==> src/rtl/mem.sv <==
// MEM pipeline stage: drives the data-memory req/gnt/rvalid handshake and formats load/store data.
// Optional MEM_ALIGN_CHECK_EN traps misaligned half/word accesses instead of issuing them.
module mem (
  input  logic         clk,
  input  logic         rst,
  input  logic [107:0] ex2mem_bus_i,
  output logic [69:0]  mem2wb_bus_o,
  input  logic         ctl_mem_valid_i,
  input  logic         ctl_wb_allowin_i,
  output logic         ctl_mem_over_o,
  output logic [4:0]   ctl_mem_dest_o,
  output logic         dmem_req_o,
  output logic [3:0]   dmem_we_o,
  output logic [31:0]  dmem_addr_o,
  output logic [31:0]  dmem_wdata_o,
  input  logic         dmem_gnt_i,
  input  logic         dmem_rvalid_i,
  input  logic [31:0]  dmem_rdata_i,
  output logic         mem_misalign_o
);

  localparam logic [1:0] IDLE = 2'd0;
  localparam logic [1:0] REQ  = 2'd1;
  localparam logic [1:0] WAIT = 2'd2;
  localparam logic [1:0] DONE = 2'd3;

  localparam logic [1:0] SIZE_BYTE = 2'b00;
  localparam logic [1:0] SIZE_HALF = 2'b01;

  logic [5:0]  mem_ctl;
  logic [31:0] st_data;
  logic [31:0] exe_result;
  logic [4:0]  rd_addr;
  logic        rd_we;
  logic [31:0] pc;

  assign {mem_ctl, st_data, exe_result, rd_addr, rd_we, pc} = ex2mem_bus_i;

  logic       is_load;
  logic       is_store;
  logic       is_mem;
  logic [1:0] size;
  logic       zero_ext;
  logic [1:0] lane;
  logic       unused_ctl_bit;

  // Load and store set together is treated as an ordinary ALU result.
  assign is_load        = mem_ctl[5] & ~mem_ctl[4];
  assign is_store       = mem_ctl[4] & ~mem_ctl[5];
  assign is_mem         = is_load | is_store;
  assign size           = mem_ctl[3:2];
  assign zero_ext       = mem_ctl[1];
  assign lane           = exe_result[1:0];
  assign unused_ctl_bit = mem_ctl[0];

  logic [1:0]  state;
  logic [1:0]  state_nxt;
  logic [31:0] result_r;
  logic        misalign_r;
  logic        flushed_r;
  logic        misaligned;

`ifdef MEM_ALIGN_CHECK_EN
  always_comb begin
    misaligned = 1'b0;
    if (size == SIZE_HALF)
      misaligned = lane[0];
    else if (size != SIZE_BYTE)
      misaligned = (lane != 2'b00);
  end
`else
  assign misaligned = 1'b0;
`endif

  logic [3:0]  st_be;
  logic [31:0] st_wdata;

  always_comb begin
    st_be    = 4'b1111;
    st_wdata = st_data;
    case (size)
      SIZE_BYTE: begin
        st_be    = 4'b0001 << lane;
        st_wdata = {4{st_data[7:0]}};
      end
      SIZE_HALF: begin
        st_be    = 4'b0011 << lane;
        st_wdata = {2{st_data[15:0]}};
      end
      default: ;
    endcase
  end

  logic [7:0]  ld_byte;
  logic [15:0] ld_half;
  logic [31:0] ld_data;

  always_comb begin
    ld_byte = dmem_rdata_i[7:0];
    case (lane)
      2'd1:    ld_byte = dmem_rdata_i[15:8];
      2'd2:    ld_byte = dmem_rdata_i[23:16];
      2'd3:    ld_byte = dmem_rdata_i[31:24];
      default: ld_byte = dmem_rdata_i[7:0];
    endcase
    ld_half = lane[1] ? dmem_rdata_i[31:16] : dmem_rdata_i[15:0];
    ld_data = dmem_rdata_i;
    case (size)
      SIZE_BYTE: ld_data = zero_ext ? {24'b0, ld_byte} : {{24{ld_byte[7]}}, ld_byte};
      SIZE_HALF: ld_data = zero_ext ? {16'b0, ld_half} : {{16{ld_half[15]}}, ld_half};
      default:   ld_data = dmem_rdata_i;
    endcase
  end

  // A dropped valid flushes the op; after a grant the read still has to drain before IDLE.
  always_comb begin
    state_nxt = state;
    case (state)
      IDLE: begin
        if (ctl_mem_valid_i && is_mem)
          state_nxt = misaligned ? DONE : REQ;
      end
      REQ: begin
        if (!ctl_mem_valid_i)
          state_nxt = IDLE;
        else if (dmem_gnt_i)
          state_nxt = is_store ? DONE : WAIT;
      end
      WAIT: begin
        if (dmem_rvalid_i)
          state_nxt = (ctl_mem_valid_i && !flushed_r) ? DONE : IDLE;
      end
      DONE: begin
        if (!ctl_mem_valid_i || ctl_wb_allowin_i)
          state_nxt = IDLE;
      end
      default: state_nxt = IDLE;
    endcase
  end

  always_ff @(posedge clk or posedge rst) begin
    if (rst) begin
      state      <= IDLE;
      result_r   <= 32'b0;
      misalign_r <= 1'b0;
      flushed_r  <= 1'b0;
    end else begin
      state <= state_nxt;
      case (state)
        IDLE: begin
          flushed_r <= 1'b0;
          if (ctl_mem_valid_i && is_mem && misaligned) begin
            misalign_r <= 1'b1;
            result_r   <= exe_result;
          end
        end
        WAIT: begin
          if (!ctl_mem_valid_i)
            flushed_r <= 1'b1;
          if (dmem_rvalid_i)
            result_r <= ld_data;
        end
        DONE: begin
          if (state_nxt == IDLE)
            misalign_r <= 1'b0;
        end
        default: ;
      endcase
    end
  end

  assign dmem_req_o   = (state == REQ) && ctl_mem_valid_i;
  assign dmem_we_o    = (dmem_req_o && is_store) ? st_be : 4'b0000;
  assign dmem_addr_o  = {exe_result[31:2], 2'b00};
  assign dmem_wdata_o = st_wdata;

  // Reset gates the combinational ALU-op handshake as well as the FSM.
  always_comb begin
    ctl_mem_over_o = 1'b0;
    if (!rst) begin
      case (state)
        IDLE:    ctl_mem_over_o = ctl_mem_valid_i && !is_mem;
        DONE:    ctl_mem_over_o = 1'b1;
        default: ctl_mem_over_o = 1'b0;
      endcase
    end
  end

  logic [31:0] wb_data;

  always_comb begin
    wb_data = exe_result;
    if (state == DONE && is_load)
      wb_data = result_r;
  end

  assign mem2wb_bus_o   = {wb_data, rd_addr, rd_we & ~misalign_r, pc};
  assign ctl_mem_dest_o = rd_addr & {5{ctl_mem_valid_i}};
  assign mem_misalign_o = misalign_r;

endmodule

==> config.mk <==
export PLATFORM = sky130hd
export DESIGN_NAME = mem
export DESIGN_NICKNAME = d
export VERILOG_FILES = /design/src/rtl/mem.sv
export SDC_FILE = /design/constraint.sdc
export NUM_CORES = 1
export LEC_CHECK = 0
export CORE_MARGIN = 5
export CORE_UTILIZATION = 33
export CTS_CLUSTER_SIZE = 40
export DETAILED_ROUTE_END_ITERATION = 8
export PLACE_DENSITY = 0.95
export SYNTH_ARGS = -nofsm -noshare
export SYNTH_HDL_FRONTEND = slang
export SYNTH_SLANG_ARGS = --single-unit
==> constraint.sdc <==
create_clock -name clk -period 2.1 [get_ports clk]
set_input_delay 0.42 -clock clk [delete_from_list [all_inputs] [get_ports clk]]
set_output_delay 0.42 -clock clk [all_outputs]
set_load 0.005 [all_outputs]
==> impl_metrics.ini <==
[run_status]
status = finished with violations
violations = setup timing

[sta]
fin_hold_ws_ns = 0.514
max_freq_mhz = 452
hold_violations = 0
post-route-period-util_pct = 105
rsz0062_at_grt = true
fin_crit_ns = 2.21
tns_ns = -1.14
fin_skew_ns = 0.00751
fin_ws_ns = -0.111
slew_violations = 0
setup_viol = 25

[global_routing]
antenna_found_initial = 0
grt_overflow = 0
grt_pass1_wl_mm = 21.4
track_usage_pct = 21.3
first_global_vias = 3928
grt_max_degree = 39

[synthesis]
postSynthCellCount = 403
synth_warnings = 0
synth_top_area_cell = dfrtp_1
ys_ff_latch = 35
synth_area_mm2 = 0.00346
synthFlopType = dfrtp_1
synth_top_area_share_pct = 25.3
yosys-top-cells-count = buf_4, mux2_2, nand2_1
syn_avg_cell_area_um2 = 8.58
seq_area_frac_synth_pct = 25.3
synth.distinct_cells = 39
synth_edf_count = 0
post-synth-top-count-cell = buf_4
async_flop_share_pct = 100
synth.area.top_cells = dfrtp_1, mux2_2, buf_4

[final_layout]
fillCellCount = 895
syn2layout_area_growth_pct = 73.1
fin_cells = 725
nNetsFinal = 740
stdcell_area_mm2 = 0.00599
num_antenna_cells = 0
layout-drive-gt1-share_pct = 32.3

[placed_design]
gp_congestion = 0.858
portBuffers = 221
hpwl_mm = 10.6
dpl_cell_area_mm2 = 0.00543
dpl.cell_count = 692

[clock_network]
cts-htree-levels = 2
cts_made_buffers = 5
clk_pin_slew_ns = 0.08
cts-root-buf = clkbuf_8
cts_tree = done
cts_buffer_depth = 2
clk_latency_ns = 0.29
clkSinkCount = 35

[route]
avgRoutedWirePerCell_um = 19.5
via_count = 3640
routed_wl_mm = 14.1
drc = 0
ant_nets = 0
vias_per_cell = 5.02
drt-initial-drc-count = 176
drt-pass1-iter-count = 5

[pwr]
p_leak_nw = 2.67
power_density_mw_per_mm2 = 570
finalPower_mw = 3.41
max-vdd-ir-drop_uv = 268

[die]
initial_core_util_pct = 33.6
ios = 292
rows = 37
dieArea_mm2 = 0.0126
coreArea_mm2 = 0.0103
die_width_um = 112
chipHeight_um = 112

[critical_path]
critical_path.max_fanout = 7
cp_data_arrival_time_ns = 1.79
critPathLaunchType = flip-flop
worstSetupEndpointType = primary output
required_ns = 1.68
critPathKind = reg -> out

[job]
maxCapViolations = 0

[min_path]
hold_class = reg -> reg
[power by group]
part	switching (mW)	leakage, nW	internal, mW
Combinational	0.724	2.22	0.983
Clock	0.253	0.0422	0.233
Sequential	0.217	0.413	1.00
[cells by family after synthesis]
| group | synth area share [%] |
|---|---|
| AND/OR/NAND/NOR | 13.1 |
| flip-flops | 25.3 |
| AO/OA/AOI/OAI | 17.0 |
| buffers and inverters | 21.5 |
| multiplexers | 20.8 |
| other | 0.108 |
| adder cells (fa/ha/maj) | 2.17 |
[per-layer routing]
layer / share of wire (%) / track usage, %
met1: 36 / 23.2
met2: 52 / 40.0
met3: 9.0 / 6.36
met4: 2.2 / 5.77
met5: 0 / 0
[per-stage QoR]
stage | util [%] | setup slack (ns)
after floorplan | - | 0.210
after global placement | 52.9 | -0.592
after detailed placement | 52.9 | -0.625
after CTS | 58.3 | -0.102
after global routing | 58.2 | -0.153
final | 58.2 | -0.111
[sequential cells by signal, summed over array words and instances (netlist names)]
signal / count
flushed_r: 1
result_r: 32
state: 2
[area by class of cell]
| type | count | area (µm²) | area share, % |
|---|---|---|---|
| inverter | 11 | 41.3 | 0.690 |
| sequential | 35 | 876 | 14.6 |
| tap | 136 | 170 | 2.84 |
| timing repair buffer | 280 | 2780 | 46.4 |
| multi-input combinational | 255 | 2040 | 34.1 |
| clock inverter | 1 | 5.00 | 0.0836 |
| clock buffer | 7 | 76.3 | 1.28 |
[cells in the final DEF, fill, tap and decap left out, types with 2 or more instances in the layout]
master and n:
clkdlybuf4s50_1 158, buf_6 40, nand2_1 39, buf_4 39, dfrtp_1 35, mux2_4 31
mux2_2 24, nor2_1 23, o21ai_0 21, a21oi_1 19, dlygate4sd2_1 17, inv_1 11
a21oi_2 11, mux2i_1 9, and2_1 8, nand3b_1 8, a22o_1 8, buf_2 8
buf_12 8, a222oi_1 6, clkbuf_8 5, clkbuf_2 5, nor2b_1 4, nand3_1 3
o21ai_1 3, nor2_2 3, ha_1 3, conb_1 3, nand2b_1 2, a32o_1 2
nand4_1 2, a31oi_1 2, o22a_1 2, ha_4 2, clkbuf_1 2, clkdlybuf4s15_1 2
buf_8 2
[final timing paths]
check | start | slack, ns | cells past startpoint | to
worst max-delay path | state[1] | -0.11 | 7 | mem2wb_bus_o[50]
worst min-delay path | result_r[21] | 0.51 | 2 | result_r[21]
worst max register to register | state[0] | 0.26 | 8 | result_r[28]
worst min register to register | result_r[21] | 0.51 | 2 | result_r[21]
max in group asynchronous | rst | 1.14 | 3 | result_r[19]
min in group asynchronous | rst | 0.61 | 3 | state[1]
[repair_timing]
action | in CTS | in global routing
pin swaps | 5 | 4
gates cloned | 3 | 0
hold buffers | 0 | 0
setup buffers | 23 | 3
setup endpoints to repair | 65 | 52
resized for setup | 260 | 33
[worst max-delay path: stages (launching register included)]
cell	delay, ns
dfrtp_1	0.42
ha_4	0.20
nand2_8	0.08
buf_12	0.13
buf_16	0.14
buf_12	0.12
mux2_4	0.29
buf_6	0.11
No activity file was read; power rests on OpenSTA's default activity.
